### src/rtl/sw_result_collector.sv
// Per-query summary collector for the SmithWaterman score stream: tracks indices,
// best score/match and hit count, and queues one summary per query in a small FIFO.
module sw_result_collector #(
  parameter int CALC_BIT   = 16,
  parameter int T_IDX_BIT  = 10,
  parameter int Q_IDX_BIT  = 8,
  parameter int FIFO_DEPTH = 4
) (
  input  logic                 clk,
  input  logic                 rst_n,
  input  logic                 start_i,
  input  logic                 valid_i,
  input  logic [CALC_BIT-1:0]  result_i,
  input  logic                 change_q_i,
  input  logic [CALC_BIT-1:0]  threshold_i,
  input  logic                 tie_last_i,
  output logic [T_IDX_BIT-1:0] t_idx_o,
  output logic [Q_IDX_BIT-1:0] q_idx_o,
  output logic                 sum_valid_o,
  input  logic                 sum_ready_i,
  output logic [Q_IDX_BIT-1:0] sum_q_idx_o,
  output logic [T_IDX_BIT-1:0] sum_match_idx_o,
  output logic [CALC_BIT-1:0]  sum_max_o,
  output logic [T_IDX_BIT-1:0] sum_hits_o,
  output logic                 overflow_o,
  output logic                 busy_o
);

  localparam int PTR_BIT = (FIFO_DEPTH > 1) ? $clog2(FIFO_DEPTH) : 1;
  localparam int CNT_BIT = PTR_BIT + 1;
  localparam logic [T_IDX_BIT-1:0] T_ONE  = T_IDX_BIT'(1'b1);
  localparam logic [Q_IDX_BIT-1:0] Q_ONE  = Q_IDX_BIT'(1'b1);
  localparam logic [PTR_BIT-1:0]   P_ONE  = PTR_BIT'(1'b1);
  localparam logic [CNT_BIT-1:0]   C_ONE  = CNT_BIT'(1'b1);
  localparam logic [CNT_BIT-1:0]   C_FULL = CNT_BIT'(FIFO_DEPTH);

  typedef enum logic [0:0] {
    IDLE = 1'b0,
    RUN  = 1'b1
  } state_t;

  typedef struct packed {
    logic [Q_IDX_BIT-1:0] q_idx;
    logic [T_IDX_BIT-1:0] match_idx;
    logic [CALC_BIT-1:0]  max_score;
    logic [T_IDX_BIT-1:0] hits;
  } summary_t;

  state_t               state_r, state_nxt_s;
  logic                 run_s;
  logic [T_IDX_BIT-1:0] t_idx_r, t_idx_nxt_s;
  logic [Q_IDX_BIT-1:0] q_idx_r, q_idx_nxt_s;
  logic [CALC_BIT-1:0]  max_r, max_nxt_s, cur_max_s;
  logic [T_IDX_BIT-1:0] match_r, match_nxt_s, cur_match_s;
  logic [T_IDX_BIT-1:0] hits_r, hits_nxt_s, cur_hits_s;
  logic                 accept_s, push_s, pop_s, full_s, do_push_s, drop_s;
  summary_t             push_entry_s, head_s;
  summary_t             fifo_mem_r [FIFO_DEPTH];
  logic [PTR_BIT-1:0]   wr_ptr_r, wr_ptr_nxt_s, rd_ptr_r, rd_ptr_nxt_s;
  logic [CNT_BIT-1:0]   count_r, count_nxt_s;
  logic                 overflow_r, overflow_nxt_s;
  logic                 sum_valid_r, busy_r;

  // Session state register
  always_ff @(posedge clk or negedge rst_n) begin
    if (!rst_n) state_r <= IDLE;
    else        state_r <= state_nxt_s;
  end

  // Session next state: start_i enters RUN from anywhere; RUN is only left by reset
  always_comb begin
    state_nxt_s = state_r;
    run_s       = 1'b0;
    case (state_r)
      IDLE: begin
        run_s = 1'b0;
        if (start_i) state_nxt_s = RUN;
        else         state_nxt_s = IDLE;
      end
      RUN: begin
        run_s       = 1'b1;
        state_nxt_s = RUN;
      end
      default: begin
        run_s       = 1'b0;
        state_nxt_s = IDLE;
      end
    endcase
  end

  // A start in the same cycle discards the incoming result
  assign accept_s = run_s & valid_i & ~start_i;
  assign push_s   = accept_s & change_q_i;

  // Running best/match/hits including the current result
  always_comb begin
    cur_max_s   = max_r;
    cur_match_s = match_r;
    cur_hits_s  = hits_r;
    if (t_idx_r == '0) begin
      cur_max_s   = result_i;
      cur_match_s = '0;
    end else if ((result_i > max_r) || ((result_i == max_r) && tie_last_i)) begin
      cur_max_s   = result_i;
      cur_match_s = t_idx_r;
    end else begin
      cur_max_s   = max_r;
      cur_match_s = match_r;
    end
    if ((result_i >= threshold_i) && (hits_r != '1)) cur_hits_s = hits_r + T_ONE;
    else                                             cur_hits_s = hits_r;
  end

  // Index and running-statistics next values
  always_comb begin
    t_idx_nxt_s = t_idx_r;
    q_idx_nxt_s = q_idx_r;
    max_nxt_s   = max_r;
    match_nxt_s = match_r;
    hits_nxt_s  = hits_r;
    if (start_i) begin
      t_idx_nxt_s = '0;
      q_idx_nxt_s = '0;
      max_nxt_s   = '0;
      match_nxt_s = '0;
      hits_nxt_s  = '0;
    end else if (accept_s && change_q_i) begin
      t_idx_nxt_s = '0;
      q_idx_nxt_s = q_idx_r + Q_ONE;
      max_nxt_s   = '0;
      match_nxt_s = '0;
      hits_nxt_s  = '0;
    end else if (accept_s) begin
      t_idx_nxt_s = t_idx_r + T_ONE;
      max_nxt_s   = cur_max_s;
      match_nxt_s = cur_match_s;
      hits_nxt_s  = cur_hits_s;
    end else begin
      t_idx_nxt_s = t_idx_r;
      q_idx_nxt_s = q_idx_r;
    end
  end

  // Index and running-statistics registers
  always_ff @(posedge clk or negedge rst_n) begin
    if (!rst_n) begin
      t_idx_r <= '0;
      q_idx_r <= '0;
      max_r   <= '0;
      match_r <= '0;
      hits_r  <= '0;
    end else begin
      t_idx_r <= t_idx_nxt_s;
      q_idx_r <= q_idx_nxt_s;
      max_r   <= max_nxt_s;
      match_r <= match_nxt_s;
      hits_r  <= hits_nxt_s;
    end
  end

  assign push_entry_s = '{q_idx: q_idx_r, match_idx: cur_match_s,
                          max_score: cur_max_s, hits: cur_hits_s};

  // When full, a simultaneous pop frees the slot the new entry is written into
  assign pop_s     = sum_valid_r & sum_ready_i;
  assign full_s    = (count_r == C_FULL);
  assign do_push_s = push_s & (~full_s | pop_s);
  assign drop_s    = push_s & full_s & ~pop_s;

  // FIFO pointer, occupancy and overflow next values
  always_comb begin
    wr_ptr_nxt_s   = wr_ptr_r;
    rd_ptr_nxt_s   = rd_ptr_r;
    count_nxt_s    = count_r;
    overflow_nxt_s = overflow_r;
    if (start_i) begin
      wr_ptr_nxt_s   = '0;
      rd_ptr_nxt_s   = '0;
      count_nxt_s    = '0;
      overflow_nxt_s = 1'b0;
    end else begin
      if (do_push_s) wr_ptr_nxt_s = wr_ptr_r + P_ONE;
      else           wr_ptr_nxt_s = wr_ptr_r;
      if (pop_s) rd_ptr_nxt_s = rd_ptr_r + P_ONE;
      else       rd_ptr_nxt_s = rd_ptr_r;
      case ({do_push_s, pop_s})
        2'b10:   count_nxt_s = count_r + C_ONE;
        2'b01:   count_nxt_s = count_r - C_ONE;
        default: count_nxt_s = count_r;
      endcase
      overflow_nxt_s = overflow_r | drop_s;
    end
  end

  // FIFO control and registered status outputs
  always_ff @(posedge clk or negedge rst_n) begin
    if (!rst_n) begin
      wr_ptr_r    <= '0;
      rd_ptr_r    <= '0;
      count_r     <= '0;
      overflow_r  <= 1'b0;
      sum_valid_r <= 1'b0;
      busy_r      <= 1'b0;
    end else begin
      wr_ptr_r    <= wr_ptr_nxt_s;
      rd_ptr_r    <= rd_ptr_nxt_s;
      count_r     <= count_nxt_s;
      overflow_r  <= overflow_nxt_s;
      sum_valid_r <= (count_nxt_s != '0);
      busy_r      <= (state_nxt_s == RUN) || (count_nxt_s != '0);
    end
  end

  // Summary storage; cleared on reset so the sum_* outputs start at zero
  always_ff @(posedge clk or negedge rst_n) begin
    if (!rst_n) begin
      for (int i = 0; i < FIFO_DEPTH; i++) fifo_mem_r[i] <= '0;
    end else if (do_push_s) begin
      fifo_mem_r[wr_ptr_r] <= push_entry_s;
    end
  end

  assign head_s          = fifo_mem_r[rd_ptr_r];
  assign t_idx_o         = t_idx_r;
  assign q_idx_o         = q_idx_r;
  assign sum_valid_o     = sum_valid_r;
  assign sum_q_idx_o     = head_s.q_idx;
  assign sum_match_idx_o = head_s.match_idx;
  assign sum_max_o       = head_s.max_score;
  assign sum_hits_o      = head_s.hits;
  assign overflow_o      = overflow_r;
  assign busy_o          = busy_r;

endmodule

### config.mk
export PLATFORM = sky130hd
export DESIGN_NAME = sw_result_collector
export DESIGN_NICKNAME = d
export VERILOG_FILES = /design/src/rtl/sw_result_collector.sv
export SDC_FILE = /design/constraint.sdc
export NUM_CORES = 1
export LEC_CHECK = 0
export CORE_MARGIN = 5
export CORE_UTILIZATION = 45
export CTS_CLUSTER_DIAMETER = 120
export DETAILED_ROUTE_END_ITERATION = 16
export HOLD_SLACK_MARGIN = 0.15
export PLACE_DENSITY_LB_ADDON = 0.15
export REMOVE_ABC_BUFFERS = 1
export SLEW_MARGIN = 10
export SYNTH_ARGS = -nofsm -noshare
export SYNTH_HDL_FRONTEND = slang
export SYNTH_SLANG_ARGS = --single-unit
### constraint.sdc
create_clock -name clk -period 2.95 [get_ports clk]
set_clock_uncertainty 0.2 [all_clocks]
set_input_delay 0.59 -clock clk [delete_from_list [all_inputs] [get_ports clk]]
set_output_delay 0.59 -clock clk [all_outputs]
set_load 0.01 [all_outputs]
=== Yosys cells after proc, flatten, opt, wreduce, memory -nomap -nowiden ===
Index checks and enable logic that the tools add are counted.

* Add/sub/neg operators: 7
* Reduce and logical (&&, ||, !) cells: 12
* Multiplexer cells: 35
* Equality and inequality tests: 5
* Order comparisons: 5
* Bitwise gates (word level): 15

{| class="wikitable"
|+ Operators with widths
! kind !! number
|-
| $bwmux 176 || 1
|-
| $mux 44 || 3
|-
| $mux 10 || 12
|-
| $bmux 44 s2 || 1
|-
| $demux 44 s2 || 1
|-
| $mux 16 || 5
|-
| $add 10x1->10 const B || 2
|-
| $eq 16x16->1 || 1
|-
| $ge 16x16->1 || 1
|-
| $gt 16x16->1 || 1
|-
| $mux 8 || 2
|-
| $logic_not 10->1 || 1
|-
| $ne 10x10->1 const B || 1
|-
| $add 8x1->8 const B || 1
|-
| $mux 2 || 4
|-
| $and 1x1->1 || 7
|-
| $ge 3x3->1 const B || 2
|-
| $not 2->3 || 2
|-
| $pmux 3 s2 || 1
|-
| $reduce_bool 2->1 || 3
|-
| $reduce_bool 3->1 || 2
|-
| $add 2x1->2 const B || 2
|-
| $logic_and 1x1->1 || 4
|-
| $not 1->1 || 4
|-
| 11 further kinds || 15
|}

* Input bits: 39
* Flip-flop bits (word level): 241
* Output and inout bits: 65

=== Depth between registers and ports, before layout ===
Gate-level depths: netlist of run 1.

* Depth in word-level cells: 11
* Depth in mapped cells: 13

=== Worst setup path after synthesis of run 1 ===
OpenSTA, ideal clock, no wires.

* Kind: input -> register
* From: input port sum_ready_i
* To: register busy_r (netlist: busy_o)
* Stages on the path: 13
* Arrival time: 2.649 ns
* Library setup time: 0.127 ns
* Slack: -0.026 ns
* Required time: 2.623 ns
* Buffers on the path: 2
* Cells stage by stage: and2_1 buf_2 nor4b_2 nor3_1 buf_2 inv_1 ha_1 fa_1 xnor2_1 nor2_1 xnor2_1 a31oi_1 or2_2

* Word-level cells in the longest chain between the ends: 8
* Elaborated cells on any way between the ends: 9

{| class="wikitable"
|+ RTL lines
! element !! line !! source
|-
| from (decl) || 20 || <nowiki>input logic sum_ready_i,</nowiki>
|-
| $and 1x1->1 (*) || 165 || <nowiki>assign pop_s = sum_valid_r & sum_ready_i;</nowiki>
|-
| $or 1x1->1 || 167 || <nowiki>assign do_push_s = push_s & (~full_s | pop_s);</nowiki>
|-
| $and 1x1->1 || 167 ||
|-
| $eq 2x1->1 / $eq 2x2->1 (equally long branches) || 186 || <nowiki>case ({do_push_s, pop_s})</nowiki>
|-
| $pmux 3 s2 (*) || 186 ||
|-
| $mux 3 (*) || 176 || <nowiki>if (start_i) begin</nowiki>
|-
| $reduce_bool 3->1 (*) || 210 || <nowiki>busy_r <= (state_nxt_s == RUN) || (count_nxt_s != '0);</nowiki>
|-
| $logic_or 1x1->1 (*) || 210 ||
|-
| to (signal assigned) || 210 ||
|-
| to (decl) || 62 || <nowiki>logic sum_valid_r, busy_r;</nowiki>
|}

Every way passes the cells marked *; elsewhere a longest branch is shown, timed or not.
A chain may end at the register's enable or synchronous reset.

=== Worst setup path in the final report of run 1 ===
* From: register rd_ptr_r[0]
* To: output port sum_match_idx_o[8]

* Word-level cells in the longest chain between the ends: 4

{| class="wikitable"
|+ RTL lines
! element !! line !! source
|-
| from (decl) || 59 || <nowiki>logic [PTR_BIT-1:0] wr_ptr_r, wr_ptr_nxt_s, rd_ptr_r, rd_ptr_nxt_s;</nowiki>
|-
| from (signal assigned) || 206 || <nowiki>rd_ptr_r <= rd_ptr_nxt_s;</nowiki>
|-
| $not 2->3 (implied by the code) || 223 || <nowiki>assign head_s = fifo_mem_r[rd_ptr_r];</nowiki>
|-
| $bmux 44 s2 || 223 ||
|-
| $mux 44 (implied by the code) (2 in series) || 223 ||
|-
| to (decl) || 22 || <nowiki>output logic [T_IDX_BIT-1:0] sum_match_idx_o,</nowiki>
|}

No other way between the ends. The select of a mux whose other input is x is not followed.

==> results of run 1 <==
## cell usage after synthesis, types with 2 or more instances
| cell | instances |
|---|---|
| o31ai_1 | 5 |
| a211oi_1 | 2 |
| or4_1 | 2 |
| a41oi_1 | 2 |
| nor3_1 | 6 |
| o21ai_1 | 16 |
| nand2b_1 | 4 |
| a32o_1 | 4 |
| a31oi_1 | 105 |
| o211ai_1 | 3 |
| mux4_2 | 44 |
| buf_2 | 15 |
| and3_1 | 4 |
| nand3_1 | 35 |
| o21ai_0 | 66 |
| nor4_1 | 4 |
| dfrtp_1 | 241 |
| nand2_1 | 185 |
| buf_1 | 8 |
| buf_6 | 2 |
| or3_1 | 5 |
| inv_1 | 40 |
| a22o_1 | 23 |
| clkbuf_1 | 52 |
| and2_1 | 9 |
| or2_2 | 2 |
| xor2_1 | 11 |
| mux2i_1 | 10 |
| ha_1 | 41 |
| xnor2_1 | 4 |
| nor2_1 | 136 |
| nand4_1 | 15 |
| a21oi_1 | 24 |
## logic make-up (layout without fill, tap and decap cells)
family	Yosys count	after routing
xor gates and xnor gates	15	15
muxes	55	55
AOI/OAI and AO/OA	264	264
buffers and inverters	118	313
DFF	241	241
adders and majority gates	42	42
and+or+nand+nor	417	417
## power breakdown
part	total (mW)	leakage (nW)	internal (mW)	switching [mW]
Clock	3.28	0.429	1.95	1.33
Sequential	3.89	3.20	3.68	0.217
Combinational	1.92	3.26	1.00	0.913
Total	9.09	6.89	6.63	2.46
## area by class of cell
| type | count | area (sq um) |
|---|---|---|
| sequential | 241 | 6040 |
| timing repair buffer | 225 | 2250 |
| inverter | 40 | 150 |
| tap | 335 | 419 |
| clock inverter | 10 | 100 |
| clock buffer | 38 | 757 |
| fill | 2216 | 10700 |
| multi-input combinational | 793 | 5400 |
## flip-flops by register name, summed over array words and instances, names as in the netlist
signal	flops
sum_valid_o	1
wr_ptr_r	2
fifo_mem_r	176
q_idx_o	8
hits_r	10
match_r	10
overflow_o	1
count_r	3
t_idx_o	10
state_r	1
max_r	16
busy_o	1
rd_ptr_r	2
## per-layer routing
metal	routed length [microns]	GRT usage [%]	vias to the layer above
li1	-	-	4481
met1	14300	30.9	4754
met5	0	0	-
met3	1480	2.78	46
met2	15600	36.1	228
met4	646	4.48	0
## worst max path at each step
stage / endpoint / cells after the start
6_report: sum_match_idx_o[8] / 4
5_1_grt: fifo_mem_r[114] / 12
4_1_cts: sum_hits_o[2] / 3
3_5_place_dp: max_r[3] / 8
3_3_place_gp: max_r[14] / 8
2_1_floorplan: sum_hits_o[0] / 1
## timing repair
item	in CTS	in global routing
gates cloned	2	0
endpoints found under the setup margin	63	177
resized for setup	82	68
pin swaps	0	13
buffers inserted	4	7
endpoints found under the hold margin	45	0
hold buffers	1	0
## worst min-delay path, stage by stage (launching register included)
cell and delay (ns):
dfrtp_1 0.34, nand2_1 0.05, nand2_1 0.05
## per-stage QoR
stage	cells	worst slack, ns	TNS (ns)	hold WS [ns]
finish	1682	0.0474	0	0.271
global route	1682	-0.0110	-0.0110	0.285
detailed placement	1620	-0.652	-80.90	0.259
CTS	1675	-0.0708	-0.752	0.274
global placement	1620	-0.598	-76.77	0.253
floorplan	1074	-0.388	-46.46	0.0944
==> reports/metrics.csv, run 1 <==
stage,metric,value,unit
timing,hold_viol_final,0,
timing,finalCriticalPeriod,2.90,ns
placed_design,placed_area,13900,sq um
power,powerDensity,601,nW/um^2
worst_setup_path,path_class,flop to output port,
synthesis,yosys.area.top_type,dfrtp_1,
synthesis,synth_top_family_by_area,simple AND/OR/NAND/NOR gates,
synthesis,synthTopCellsByArea,"dfrtp_1 51%, mux4_2 8.4%, nand2_1 5.9%, a31oi_1 5.6%, ha_1 4.4%",
timing,slew_headroom,63.3,%
clock_network,clockBufferDepth,3,
worst_setup_path,critPathMaxFanout,8,
final_layout,diodes,0,
worst_setup_path,ff2ff_path_depth,11,
global_routing,grt_pass1_vias,9379,
timing,period_share,98.4,%
clock_network,clk_pin_slew,0.06,ns
synthesis,synth_cells,1152,
hold_path,hold_depth,2,
status,status,"complete, no violations",
worst_setup_path,crit_start,rd_ptr_r[0],
global_routing,grt_max_degree,60,
synthesis,synthSimpleGateAreaFrac,15.3,%
synthesis,synth_fa_ha_area_share,4.54,%
floorplan,coreArea,25800,sq um
clock_network,clk_latency,0.53,ns
detailed_routing,drcViolationCount,0,
detailed_routing,drtPass1Iterations,7,
detailed_routing,drt_iter0_drc,699,
power,total_power,9.09,mW
timing,fmax,345,MHz
final_layout,nets,1409,
clock_network,cts_root_buffer,clkbuf_16,
detailed_routing,viasPerCell,5.65,
worst_setup_path,rrSetupSlack,0.18,ns
timing,slew_violations,0,
floorplan,die_x,171,microns
synthesis,yosysUniqueCellTypes,60,
placed_design,numPortBuffers,103,
worst_setup_path,cp_data_required_time,2.16,ns
detailed_routing,detail-route-antenna-nets,0,
detailed_routing,vias,9509,
final_layout,synthToLayoutAreaGrowth,28.9,%
placed_design,gp_congestion,0.820,
hold_path,min_to,fifo_mem_r[37],
worst_setup_path,r2r-start,max_r[11],
synthesis,ys.flop_type,dfrtp_1,
synthesis,yosys.area.top_type_share,51.4,%
global_routing,antenna_found_initial,0,
synthesis,postSynthAreaPerCell,10.2,sq um
power,ir_worst_vdd,0.524,mV
synthesis,synthArstFlopShare,100,%
worst_setup_path,path_buf_inv,3,
synthesis,ys_seq_area_share,51.4,%
final_layout,layout_common_cells,"239 x dfrtp_1, 185 x nand2_1, 136 x nor2_1",
synthesis,netlist_area,11700,sq um
worst_setup_path,endpoint_kind,output port,
worst_setup_path,cpMaxStageDelayCell,mux4_2,
clock_network,cts_buffers,27,
detailed_routing,wire_per_inst,19.0,microns
synthesis,synth_xor_area_share,1.12,%
clock_network,cts_sinks,241,
timing,tightestPinTransition,0.549,ns
worst_setup_path,cp_top_family,buffers and inverters,
floorplan,die_h,171,microns
global_routing,grt_overflow,0,
worst_setup_path,worstPathArrival,2.11,ns
clock_network,cts_tree,done,
global_routing,grt_usage,21.7,%
final_layout,finish.utilization,58.5,%
synthesis,synth_edf_count,0,
final_layout,drive_above_1_share,19.7,%
hold_path,min-delay-start,fifo_mem_r[37],
worst_setup_path,critical-path-max-stage-delay,0.52,ns
final_layout,layout_commonest_cell,dfrtp_1,
floorplan,rows,59,
floorplan,start_util,45.4,%
synthesis,yosys_warnings,0,
hold_path,hold_class,flop to flop,
worst_setup_path,r2r-end,fifo_mem_r[114],
power,leakage,6.89,nW
placed_design,dpl.hpwl,21600,microns
floorplan,die_area,29400,sq um
worst_setup_path,cp-start-kind,flop,
synthesis,synth-compound-area-share,14.1,%
global_routing,grt_pass1_wl,51100,microns
floorplan,num_io_pins,104,
clock_network,htreeDepth,1,
timing,setup_viol,0,
synthesis,synth_mux_area_share,9.40,%
job,cap_viol_max_count,0,
worst_setup_path,cp_cell_sequence,buf_4 -> buf_12 -> mux4_2 -> dlygate4sd2_1,
synthesis,synth-seq-cells,241,
final_layout,final_area,15100,sq um
detailed_routing,routed_wl,32000,microns
Note: power is estimated with default switching activity, not from simulation.
==> run 2, diff against run 1 <==
CAP_MARGIN = 20   (was default)
==> results of run 2 <==
Same layout as run 1: the final DEF is identical, and so are final timing and power.
